$ cat config.mk
export PLATFORM = sky130hd
export DESIGN_NAME = uart_dec_sender_flat
export DESIGN_NICKNAME = d
export VERILOG_FILES = /design/src/rtl/uart_dec_sender_if.sv /design/src/rtl/uart_dec_sender.sv /design/src/flat_wrapper.sv
export SDC_FILE = /design/constraint.sdc
export NUM_CORES = 1
export LEC_CHECK = 0
export ABC_AREA = 1
export CAP_MARGIN = 20
export CORE_MARGIN = 4
export CORE_UTILIZATION = 51
export DETAILED_ROUTE_END_ITERATION = 10
export DONT_BUFFER_PORTS = 1
export PLACE_DENSITY = 0.78
export SETUP_SLACK_MARGIN = 0.5
export SYNTH_ARGS = -nofsm -noshare
export SYNTH_HDL_FRONTEND = slang
export SYNTH_SLANG_ARGS = --single-unit
$ cat constraint.sdc
create_clock -name clk -period 4.2 [get_ports clk]
set_input_delay 1.26 -clock clk [delete_from_list [all_inputs] [get_ports clk]]
set_output_delay 1.26 -clock clk [all_outputs]
set_load 0.01 [all_outputs]
$ cat src/rtl/uart_dec_sender_if.sv
// TX FIFO push bus between the decimal sender and the UART controller.
// master: drives push/push_data, samples full. slave: the FIFO side.
interface uart_dec_sender_if;
  logic       push;
  logic [7:0] push_data;
  logic       full;

  modport master (
    output push,
    output push_data,
    input  full
  );

  modport slave (
    input  push,
    input  push_data,
    output full
  );
endinterface

$ cat src/rtl/uart_dec_sender.sv
// Decimal-to-ASCII sender: double-dabble BCD conversion, then pushes
// DIGITS ASCII digits (MSD first), optional zero suppression and CR/LF.
// Ports: clk, rst (async, high); i_start/i_data request;
//   tx (master): push strobe, push_data byte, full backpressure;
//   o_busy (CONV/SEND), o_done (1-cycle), o_ovf (value >= 10**DIGITS).
module uart_dec_sender #(
  parameter int DATA_W      = 10,
  parameter int DIGITS      = 3,
  parameter int LZ_SUPPRESS = 0,
  parameter int APPEND_CRLF = 0
) (
  input  logic              clk,
  input  logic              rst,
  input  logic              i_start,
  input  logic [DATA_W-1:0] i_data,
  uart_dec_sender_if.master tx,
  output logic              o_busy,
  output logic              o_done,
  output logic              o_ovf
);

  // Decimal digits needed to hold 2**DATA_W-1.
  function automatic int bcd_digits(input int w);
    longint unsigned lim;
    longint unsigned p;
    int n;
    lim = (64'd1 << w) - 64'd1;
    p = 64'd1;
    n = 0;
    for (int k = 0; k < 11; k++) begin
      if (p <= lim) begin
        p = p * 64'd10;
        n++;
      end
    end
    if (n == 0) n = 1;
    return n;
  endfunction

  localparam int BCD_DIG = bcd_digits(DATA_W);
  localparam int NBCD = (BCD_DIG > DIGITS) ? BCD_DIG : DIGITS;
  localparam int W4 = 4 * NBCD;
  localparam int CW = $clog2(DATA_W + 1);
  localparam logic [CW-1:0] LAST_STEP = CW'(DATA_W - 1);
  localparam logic [3:0] LAST_DIG = 4'(DIGITS - 1);

  typedef enum logic [1:0] {
    S_IDLE,
    S_CONV,
    S_SEND,
    S_DONE
  } state_e;

  typedef enum logic [1:0] {
    PH_DIG,
    PH_CR,
    PH_LF
  } phase_e;

  function automatic logic [3:0] dig_at(
    input logic [W4-1:0] v,
    input logic [3:0]    i
  );
    dig_at = '0;
    for (int k = 0; k < NBCD; k++) begin
      if (i == 4'(k)) dig_at = v[4*k +: 4];
    end
  endfunction

  function automatic logic [7:0] asc(input logic [3:0] d);
    return 8'h30 + {4'h0, d};
  endfunction

  state_e            state_q, state_d;
  phase_e            ph_q, ph_d;
  logic [DATA_W-1:0] sh_q, sh_d;
  logic [W4-1:0]     bcd_q, bcd_d;
  logic [CW-1:0]     cnt_q, cnt_d;
  logic [3:0]        idx_q, idx_d;
  logic [7:0]        data_q, data_d;
  logic              busy_q, busy_d;
  logic              done_q, done_d;
  logic              ovf_q, ovf_d;

  logic [W4-1:0]     adj;
  logic [W4-1:0]     bcd_nx;
  logic              hi_ovf;
  logic [3:0]        lead;
  logic [3:0]        nxt_idx;
  logic              push;

  assign push         = (state_q == S_SEND) && !tx.full;
  assign tx.push      = push;
  assign tx.push_data = data_q;
  assign o_busy       = busy_q;
  assign o_done       = done_q;
  assign o_ovf        = ovf_q;

  always_comb begin
    state_d = state_q;
    ph_d    = ph_q;
    sh_d    = sh_q;
    bcd_d   = bcd_q;
    cnt_d   = cnt_q;
    idx_d   = idx_q;
    data_d  = data_q;
    busy_d  = busy_q;
    done_d  = 1'b0;
    ovf_d   = ovf_q;

    // One double-dabble step: add 3 to nibbles >= 5, then shift in MSB.
    adj = bcd_q;
    for (int k = 0; k < NBCD; k++) begin
      if (bcd_q[4*k +: 4] >= 4'd5) begin
        adj[4*k +: 4] = bcd_q[4*k +: 4] + 4'd3;
      end
    end
    bcd_nx = {adj[W4-2:0], sh_q[DATA_W-1]};

    hi_ovf = 1'b0;
    for (int k = DIGITS; k < NBCD; k++) begin
      if (bcd_nx[4*k +: 4] != 4'd0) hi_ovf = 1'b1;
    end

    // Highest nonzero emitted digit, or 0 when all are zero.
    lead = LAST_DIG;
    if (LZ_SUPPRESS != 0) begin
      lead = '0;
      for (int k = 0; k < DIGITS; k++) begin
        if (bcd_nx[4*k +: 4] != 4'd0) lead = 4'(k);
      end
    end

    nxt_idx = idx_q - 4'd1;

    unique case (state_q)
      S_IDLE: begin
        if (i_start) begin
          state_d = S_CONV;
          sh_d    = i_data;
          bcd_d   = '0;
          cnt_d   = '0;
          ovf_d   = 1'b0;
          busy_d  = 1'b1;
          ph_d    = PH_DIG;
        end
      end
      S_CONV: begin
        bcd_d = bcd_nx;
        sh_d  = sh_q << 1;
        cnt_d = cnt_q + 1'b1;
        if (cnt_q == LAST_STEP) begin
          state_d = S_SEND;
          ovf_d   = hi_ovf;
          idx_d   = lead;
          data_d  = asc(dig_at(bcd_nx, lead));
        end
      end
      S_SEND: begin
        if (push) begin
          unique case (1'b1)
            (ph_q == PH_DIG) && (idx_q != 4'd0): begin
              idx_d  = nxt_idx;
              data_d = asc(dig_at(bcd_q, nxt_idx));
            end
            (ph_q == PH_DIG) && (idx_q == 4'd0) &&
            (APPEND_CRLF != 0): begin
              ph_d   = PH_CR;
              data_d = 8'h0D;
            end
            (ph_q == PH_CR): begin
              ph_d   = PH_LF;
              data_d = 8'h0A;
            end
            default: begin
              state_d = S_DONE;
              ph_d    = PH_DIG;
              data_d  = '0;
              busy_d  = 1'b0;
              done_d  = 1'b1;
            end
          endcase
        end
      end
      S_DONE: begin
        state_d = S_IDLE;
      end
      default: begin
        state_d = S_IDLE;
      end
    endcase
  end

  always_ff @(posedge clk or posedge rst) begin
    if (rst) begin
      state_q <= S_IDLE;
      ph_q    <= PH_DIG;
      sh_q    <= '0;
      bcd_q   <= '0;
      cnt_q   <= '0;
      idx_q   <= '0;
      data_q  <= '0;
      busy_q  <= 1'b0;
      done_q  <= 1'b0;
      ovf_q   <= 1'b0;
    end else begin
      state_q <= state_d;
      ph_q    <= ph_d;
      sh_q    <= sh_d;
      bcd_q   <= bcd_d;
      cnt_q   <= cnt_d;
      idx_q   <= idx_d;
      data_q  <= data_d;
      busy_q  <= busy_d;
      done_q  <= done_d;
      ovf_q   <= ovf_d;
    end
  end

endmodule

$ cat src/flat_wrapper.sv
// flat-port wrapper written by rule: the top's interface ports become plain ports
module uart_dec_sender_flat 
#(
  parameter int DATA_W      = 10,
  parameter int DIGITS      = 3,
  parameter int LZ_SUPPRESS = 0,
  parameter int APPEND_CRLF = 0
)
  (clk, rst, i_start, i_data, o_busy, o_done, o_ovf, tx_push, tx_push_data, tx_full);
  uart_dec_sender_if tx_i ();
  input  logic clk;
  input  logic rst;
  input  logic i_start;
  input  logic [DATA_W-1:0] i_data;
  output logic o_busy;
  output logic o_done;
  output logic o_ovf;
  output wire logic [$bits(tx_i.push)-1:0] tx_push;
  output wire logic [$bits(tx_i.push_data)-1:0] tx_push_data;
  input wire logic [$bits(tx_i.full)-1:0] tx_full;
  assign tx_push = tx_i.push;
  assign tx_push_data = tx_i.push_data;
  assign tx_i.full = tx_full;
  uart_dec_sender #(.DATA_W(DATA_W), .DIGITS(DIGITS), .LZ_SUPPRESS(LZ_SUPPRESS), .APPEND_CRLF(APPEND_CRLF)) u_core (.clk(clk), .rst(rst), .i_start(i_start), .i_data(i_data), .tx(tx_i), .o_busy(o_busy), .o_done(o_done), .o_ovf(o_ovf));
endmodule
==> impl_results.md, run 1 <==
- Run status: finished clean
- Dpl cells: 384
- Sw power: 937 µW
- Warnings, synthesis: 0
- Row cnt: 25
- Final setup fails: 0
- Layout Skew: 0.00892 ns
- Pwr dens: 730 nW/µm²
- CTS Buf Count: 5
- Place WS: 1.16 ns
- RSZ-0062 raised after global routing: false
- Total clock sinks: 44
- Max-cap check violation count: 0
- WP data arrival: 2.94 ns
- Mapped Area: 2610 µm²
- Slew @ Worst Pin: 0.691 ns
- Vias in the first global route: 2,150
- Final HPWL DP: 4.04 mm
- Gate Count Post-Synth: 326
- EDFF count, synth: 0
- DR vias: 2,115
- Final nets: 356
- Die H: 79.5 µm
- Tcrit/Tclk final: 65.5%
- Leakage: 0.00132 µW
- Synth top cells by count: nand2_1 (68), inv_1 (49), dfrtp_1 (44)
- Internal power: 1050 µW
- # port buffers: 0
- Combinational power share: 48.5%
- Synth Register Bits: 44
- Syn Area/Cell: 8.01 µm²
- Top-count cell post-synth: nand2_1
- CTS H-tree lvls: 2
- Seq pwr share: 37.5%
- Final WS setup: 1.45 ns
- Fmax: 0.364 GHz
- Drt pass-1 iters: 4
- Worst EP required: 4.39 ns
- Buffers inserted by post-CTS timing repair: 0
- Final slew viol count: 0
- Relative slew slack: 53.8%
- R2r worst-path depth: 9
- Clock latency on the worst-skew pair: 0.30 ns
- Layout cells sized above 1: 7.38%
- DRC Markers: 0
- Antenna Violating Nets Remaining: 0
- CTS root buf: clkbuf_8
- Syn-to-layout area delta: 4.31%
- TNS Setup: 0 ns
- Gr ovfl total: 0
- Post-Route WL: 5.41 mm
- Yosys top cell area share: 42.2%
- Drt initial violations: 207
- Core area: 4850 µm²
- Routed vias/inst: 5.40
- Largest net degree at the start of global routing: 45
- Full die area: 6330 µm²
- Startpoint Class: primary input
- Synth Flop Type: dfrtp_1
- DR WL/cell: 13.8 µm
- Switching Fraction: 47.1%
- Initial antenna violation count: 0
- Final hold vios: 0
- Clk buf depth: 2
- Ant diodes: 0
- Final Critical Period: 2.75 ns
- CP Class: primary input to flip-flop
- Final hold slack: 0.507 ns
- I/O pins: 26
- Clk pin slew, worst setup/hold paths: 0.08 ns
- Sequential area share after synthesis: 42.2%
- Synth area leaders: dfrtp_1 (42%), nand2_1 (9.8%), ha_1 (8.6%)
- CTS tree: done
- Min-Delay Path Class: flip-flop to flip-flop
- Initial Util: 53.8%
- Synth cell types: 32
- VDD IR max: 0.441 mV
- Final cell count without fillers: 392
- Clock Power Share: 14.0%
- PostCTS Resize Cnt: 0
- Cts hold-fix bufs: 0
- Hold path cells: 2
- CP max FO: 17
- Asr flop ratio synth: 100%
- First-pass GRT wire length: 9.54 mm
- Chip Width: 79.5 µm
- Gpl congestion: 0.874
- Endpoint class of the critical path: flip-flop
- All-layer global routing usage: 19.1%
- Yosys top cell by area: dfrtp_1
==> path summary, 6_finish.rpt <==
| kind | endpoint | start | slack, ns |
|---|---|---|---|
| setup reg to reg | u_core.bcd_q[6] | u_core.state_q[1] | 1.54 |
| setup / recovery | u_core.bcd_q[6] | i_start | 1.45 |
| hold reg to reg | u_core.sh_q[4] | u_core.sh_q[4] | 0.51 |
| min in group asynchronous | u_core.sh_q[6] | rst | 0.97 |
| max in group asynchronous | u_core.tx.push_data[1] | rst | 2.86 |
| hold / removal | u_core.sh_q[4] | u_core.sh_q[4] | 0.51 |
==> flip-flops by register name, indices dropped and copies added (netlist names) <==
register / flops
u_core.sh_q: 10
u_core.cnt_q: 4
u_core.bcd_q: 16
u_core.o_busy: 1
u_core.o_ovf: 1
u_core.tx.push_data: 5
u_core.o_done: 1
u_core.state_q: 2
u_core.idx_q: 4
==> critical path, cell delays in order <==
cell     delay [ns]
nor2_2         0.03
nor2_2         0.40
inv_2          0.26
nand2_1        0.39
buf_4          0.30
inv_2          0.08
a32o_1         0.21
==> kinds of logic (layout without fill, tap and decap cells) <==
| group | after synthesis | in the layout | synth area share, % |
|---|---|---|---|
| compound gates | 70 | 70 | 15.9 |
| xor+xnor | 3 | 3 | 1.29 |
| fa+ha+maj | 18 | 18 | 8.63 |
| buf+inv | 64 | 62 | 10.7 |
| flops | 44 | 44 | 42.2 |
| other cells | 1 | 2 | 0.144 |
| simple gates | 126 | 126 | 21.1 |
==> cell usage in the layout, fill, tap and decap left out, drive strengths merged <==
cell type	n
nand2	69
inv	51
dfrtp	44
o21ai	31
nor2	26
ha	18
nand4	15
o22ai	13
a21oi	13
nand3	8
clkbuf	7
o221ai	4
or2	3
a22oi	3
o211ai	3
nor3	3
xor2	2
a31oi	2
conb	2
buf	2
and2	1
and3	1
xnor2	1
clkinv	1
a32o	1
clkinvlp	1
==> power groups by stage <==
stage / Combinational (µW) / Clock (µW) / Sequential, µW
finish: 964 / 278 / 745
global route: 1130 / 306 / 773
CTS: 963 / 282 / 746
detailed placement: 954 / 0 / 754
global placement: 921 / 0 / 744
floorplan: 814 / 0 / 712
==> final cells by class <==
cell class	count	area, µm²
fill	439	2130
multi-input combinational	219	1230
sequential	44	1100
inverter	52	195
clock buffer	7	86.3
tap	67	83.8
timing repair buffer	2	15.0
clock inverter	1	7.51
==> routing by layer <==
metal,wire length [µm],GRT usage [%]
met5,0,0
met1,2380,23.4
met3,205,4.63
met2,2750,32.3
met4,71,7.39
==> through the flow <==
| step | area, µm² | total power [µW] | util, % |
|---|---|---|---|
| 2_1_floorplan | 2610 | 1530 | - |
| 3_3_place_gp | 2630 | 1660 | 54.2 |
| 3_5_place_dp | 2630 | 1710 | 54.2 |
| 4_1_cts | 2720 | 1990 | 56.2 |
| 5_1_grt | 2720 | 2200 | 56.2 |
| 6_report | 2720 | 1990 | 56.2 |
Note: power is estimated with default switching activity, not from simulation.
==> inputs of run 2 (changes only) <==
--- a/config.mk
+++ b/config.mk
@@ -11,7 +11,7 @@
 export CORE_UTILIZATION = 51
 export DETAILED_ROUTE_END_ITERATION = 10
 export DONT_BUFFER_PORTS = 1
-export PLACE_DENSITY = 0.78
+export PLACE_DENSITY = 0.81
 export SETUP_SLACK_MARGIN = 0.5
 export SYNTH_ARGS = -nofsm -noshare
 export SYNTH_HDL_FRONTEND = slang
==> constraint.sdc (replaced) <==
create_clock -name clk -period 2.42 [get_ports clk]
set_input_delay 0.726 -clock clk [delete_from_list [all_inputs] [get_ports clk]]
set_output_delay 0.726 -clock clk [all_outputs]
set_load 0.01 [all_outputs]
==> run 2 against run 1 <==
Design area increased by 6.0%. Die area unchanged. Register-to-register slack got worse by 0.95 ns. Final cell count increased by 3.1%. Total power increased by 85%. Non-clock buffer count increased by 12. Largest power group unchanged. Wire length increased by 3.6%. Utilization increased by 3.4 points. Clock skew increased by 0.0021 ns. Critical path type is now flip-flop to output port. Sequential power increased by 74%. Largest cell class unchanged. Via count increased by 1.8%.
==> impl_results.md, run 2 (synthesis results as in run 1) <==
- RSZ-0062 raised after global routing: true
- Largest register FFs: 16
- Final setup fails: 0
- Initial Util: 53.8%
- Final HPWL DP: 4.06 mm
- CP max FO: 8
- Syn-to-layout area delta: 10.6%
- Vias in the first global route: 2,163
- Final hold slack: 0.362 ns
- Place WS: 0.472 ns
- Final Critical Period: 1.92 ns
- Initial antenna violation count: 0
- VDD IR max: 0.745 mV
- Clk buf depth: 2
- Fmax: 0.520 GHz
- Full die area: 6330 µm²
- WP data arrival: 1.20 ns
- Max-cap check violation count: 0
- CTS Buf Count: 5
- CTS tree: done
- TNS Setup: 0 ns
- Leakage: 0.00139 µW
- Drt pass-1 iters: 4
- Relative slew slack: 44.3%
- Min-Delay Path Class: primary input to asynchronous set/reset pin
- R2r setup slk: 0.59 ns
- Core area: 4850 µm²
- Most common cell after layout, fill and taps aside: nand2_1
- Total clock sinks: 44
- Final cell count without fillers: 404
- Ant diodes: 0
- # port buffers: 0
- Commonest non-fill, non-tap cells in the layout: nand2_1 (67), inv_1 (46), dfrtp_1 (44), o21ai_0 (30), nor2_1 (21)
- Clock latency on the worst-skew pair: 0.30 ns
- Gr ovfl total: 0
- R2r startpoint: u_core.state_q[1]
- I/O pins: 26
- Layout Skew: 0.0111 ns
- Antenna Violating Nets Remaining: 0
- Die H: 79.5 µm
- Drt initial violations: 116
- Gpl congestion: 0.882
- Routed vias/inst: 5.33
- Slew @ Worst Pin: 0.830 ns
- R2r endpoint: u_core.tx.push_data[3]
- Chip Width: 79.5 µm
- Startpoint Class: flip-flop
- DR vias: 2,154
- CP Class: flip-flop to output port
- DR WL/cell: 13.9 µm
- DRC Markers: 0
- Row cnt: 25
- Post-Route WL: 5.60 mm
- Tcrit/Tclk final: 79.4%
- All-layer global routing usage: 19.4%
- R2r worst-path depth: 8
- Final WS setup: 0.498 ns
- Dpl cells: 389
- Final hold vios: 0
- CTS root buf: clkbuf_8
- Final nets: 368
- Most flop-heavy register: u_core.bcd_q
- Clk pin slew, worst setup/hold paths: 0.09 ns
- Final slew viol count: 0
- Cts hold-fix bufs: 0
- Run status: finished clean
- First-pass GRT wire length: 9.74 mm
- CTS H-tree lvls: 2
- Largest net degree at the start of global routing: 24
- Worst EP required: 1.69 ns
- Pwr dens: 1270 nW/µm²
- Total Power: 3670 µW
- Endpoint class of the critical path: output port
- Layout cells sized above 1: 13.4%
==> run 2: worst max path at each step <==
stage | start | endpoint | cells after the start
global route | u_core.state_q[1] | u_core.tx.push_data[3] | 8
CTS | u_core.state_q[0] | tx_push | 4
floorplan | rst | u_core.bcd_q[0] | 1
global placement | u_core.state_q[0] | tx_push | 4
detailed placement | u_core.state_q[1] | u_core.sh_q[9] | 9
finish | u_core.state_q[0] | tx_push | 4
==> run 2: stage by stage <==
step | cell area (µm²) | util [%]
3_3_place_gp | 2680 | 55.3
4_1_cts | 2790 | 57.6
3_5_place_dp | 2680 | 55.3
5_1_grt | 2890 | 59.5
2_1_floorplan | 2610 | -
6_report | 2890 | 59.5
==> run 2: timing repair <==
| item | in CTS | in global routing |
|---|---|---|
| setup endpoints to repair | 4 | 14 |
| gates cloned | 0 | 0 |
| setup buffers | 0 | 7 |
| pin swaps | 1 | 1 |
| resized for setup | 5 | 8 |
==> run 2: final cells by class <==
class | instances | area (µm²)
clock inverters | 2 | 15.0
clock buffers | 6 | 82.6
multi-input cells | 219 | 1280
repair buffers | 14 | 121
inverters | 52 | 199
flip-flops and latches | 44 | 1100
fillers | 428 | 1960
well taps | 67 | 83.8
==> run 2: routing by layer <==
metal | vias up | part of all wire [%] | global-route usage [%]
met5 | - | 0 | 0
met4 | 0 | 1.1 | 6.19
met3 | 6 | 3.2 | 3.72
met2 | 31 | 53 | 33.3
met1 | 1022 | 43 | 24.4
li1 | 1095 | - | -
==> run 2: worst max-delay path: stages (launching register included) <==
cell and delay, ns:
dfrtp_1 0.40, inv_2 0.09, ha_4 0.18, clkinvlp_4 0.11
nor2_4 0.11
==> run 2: report_power, final <==
| part | leakage [µW] | switching (µW) | total, µW | internal, µW |
|---|---|---|---|---|
| registers | 0.000570 | 259 | 1300 | 1040 |
| clock network | 0.0000434 | 263 | 494 | 231 |
| logic | 0.000779 | 1190 | 1880 | 686 |
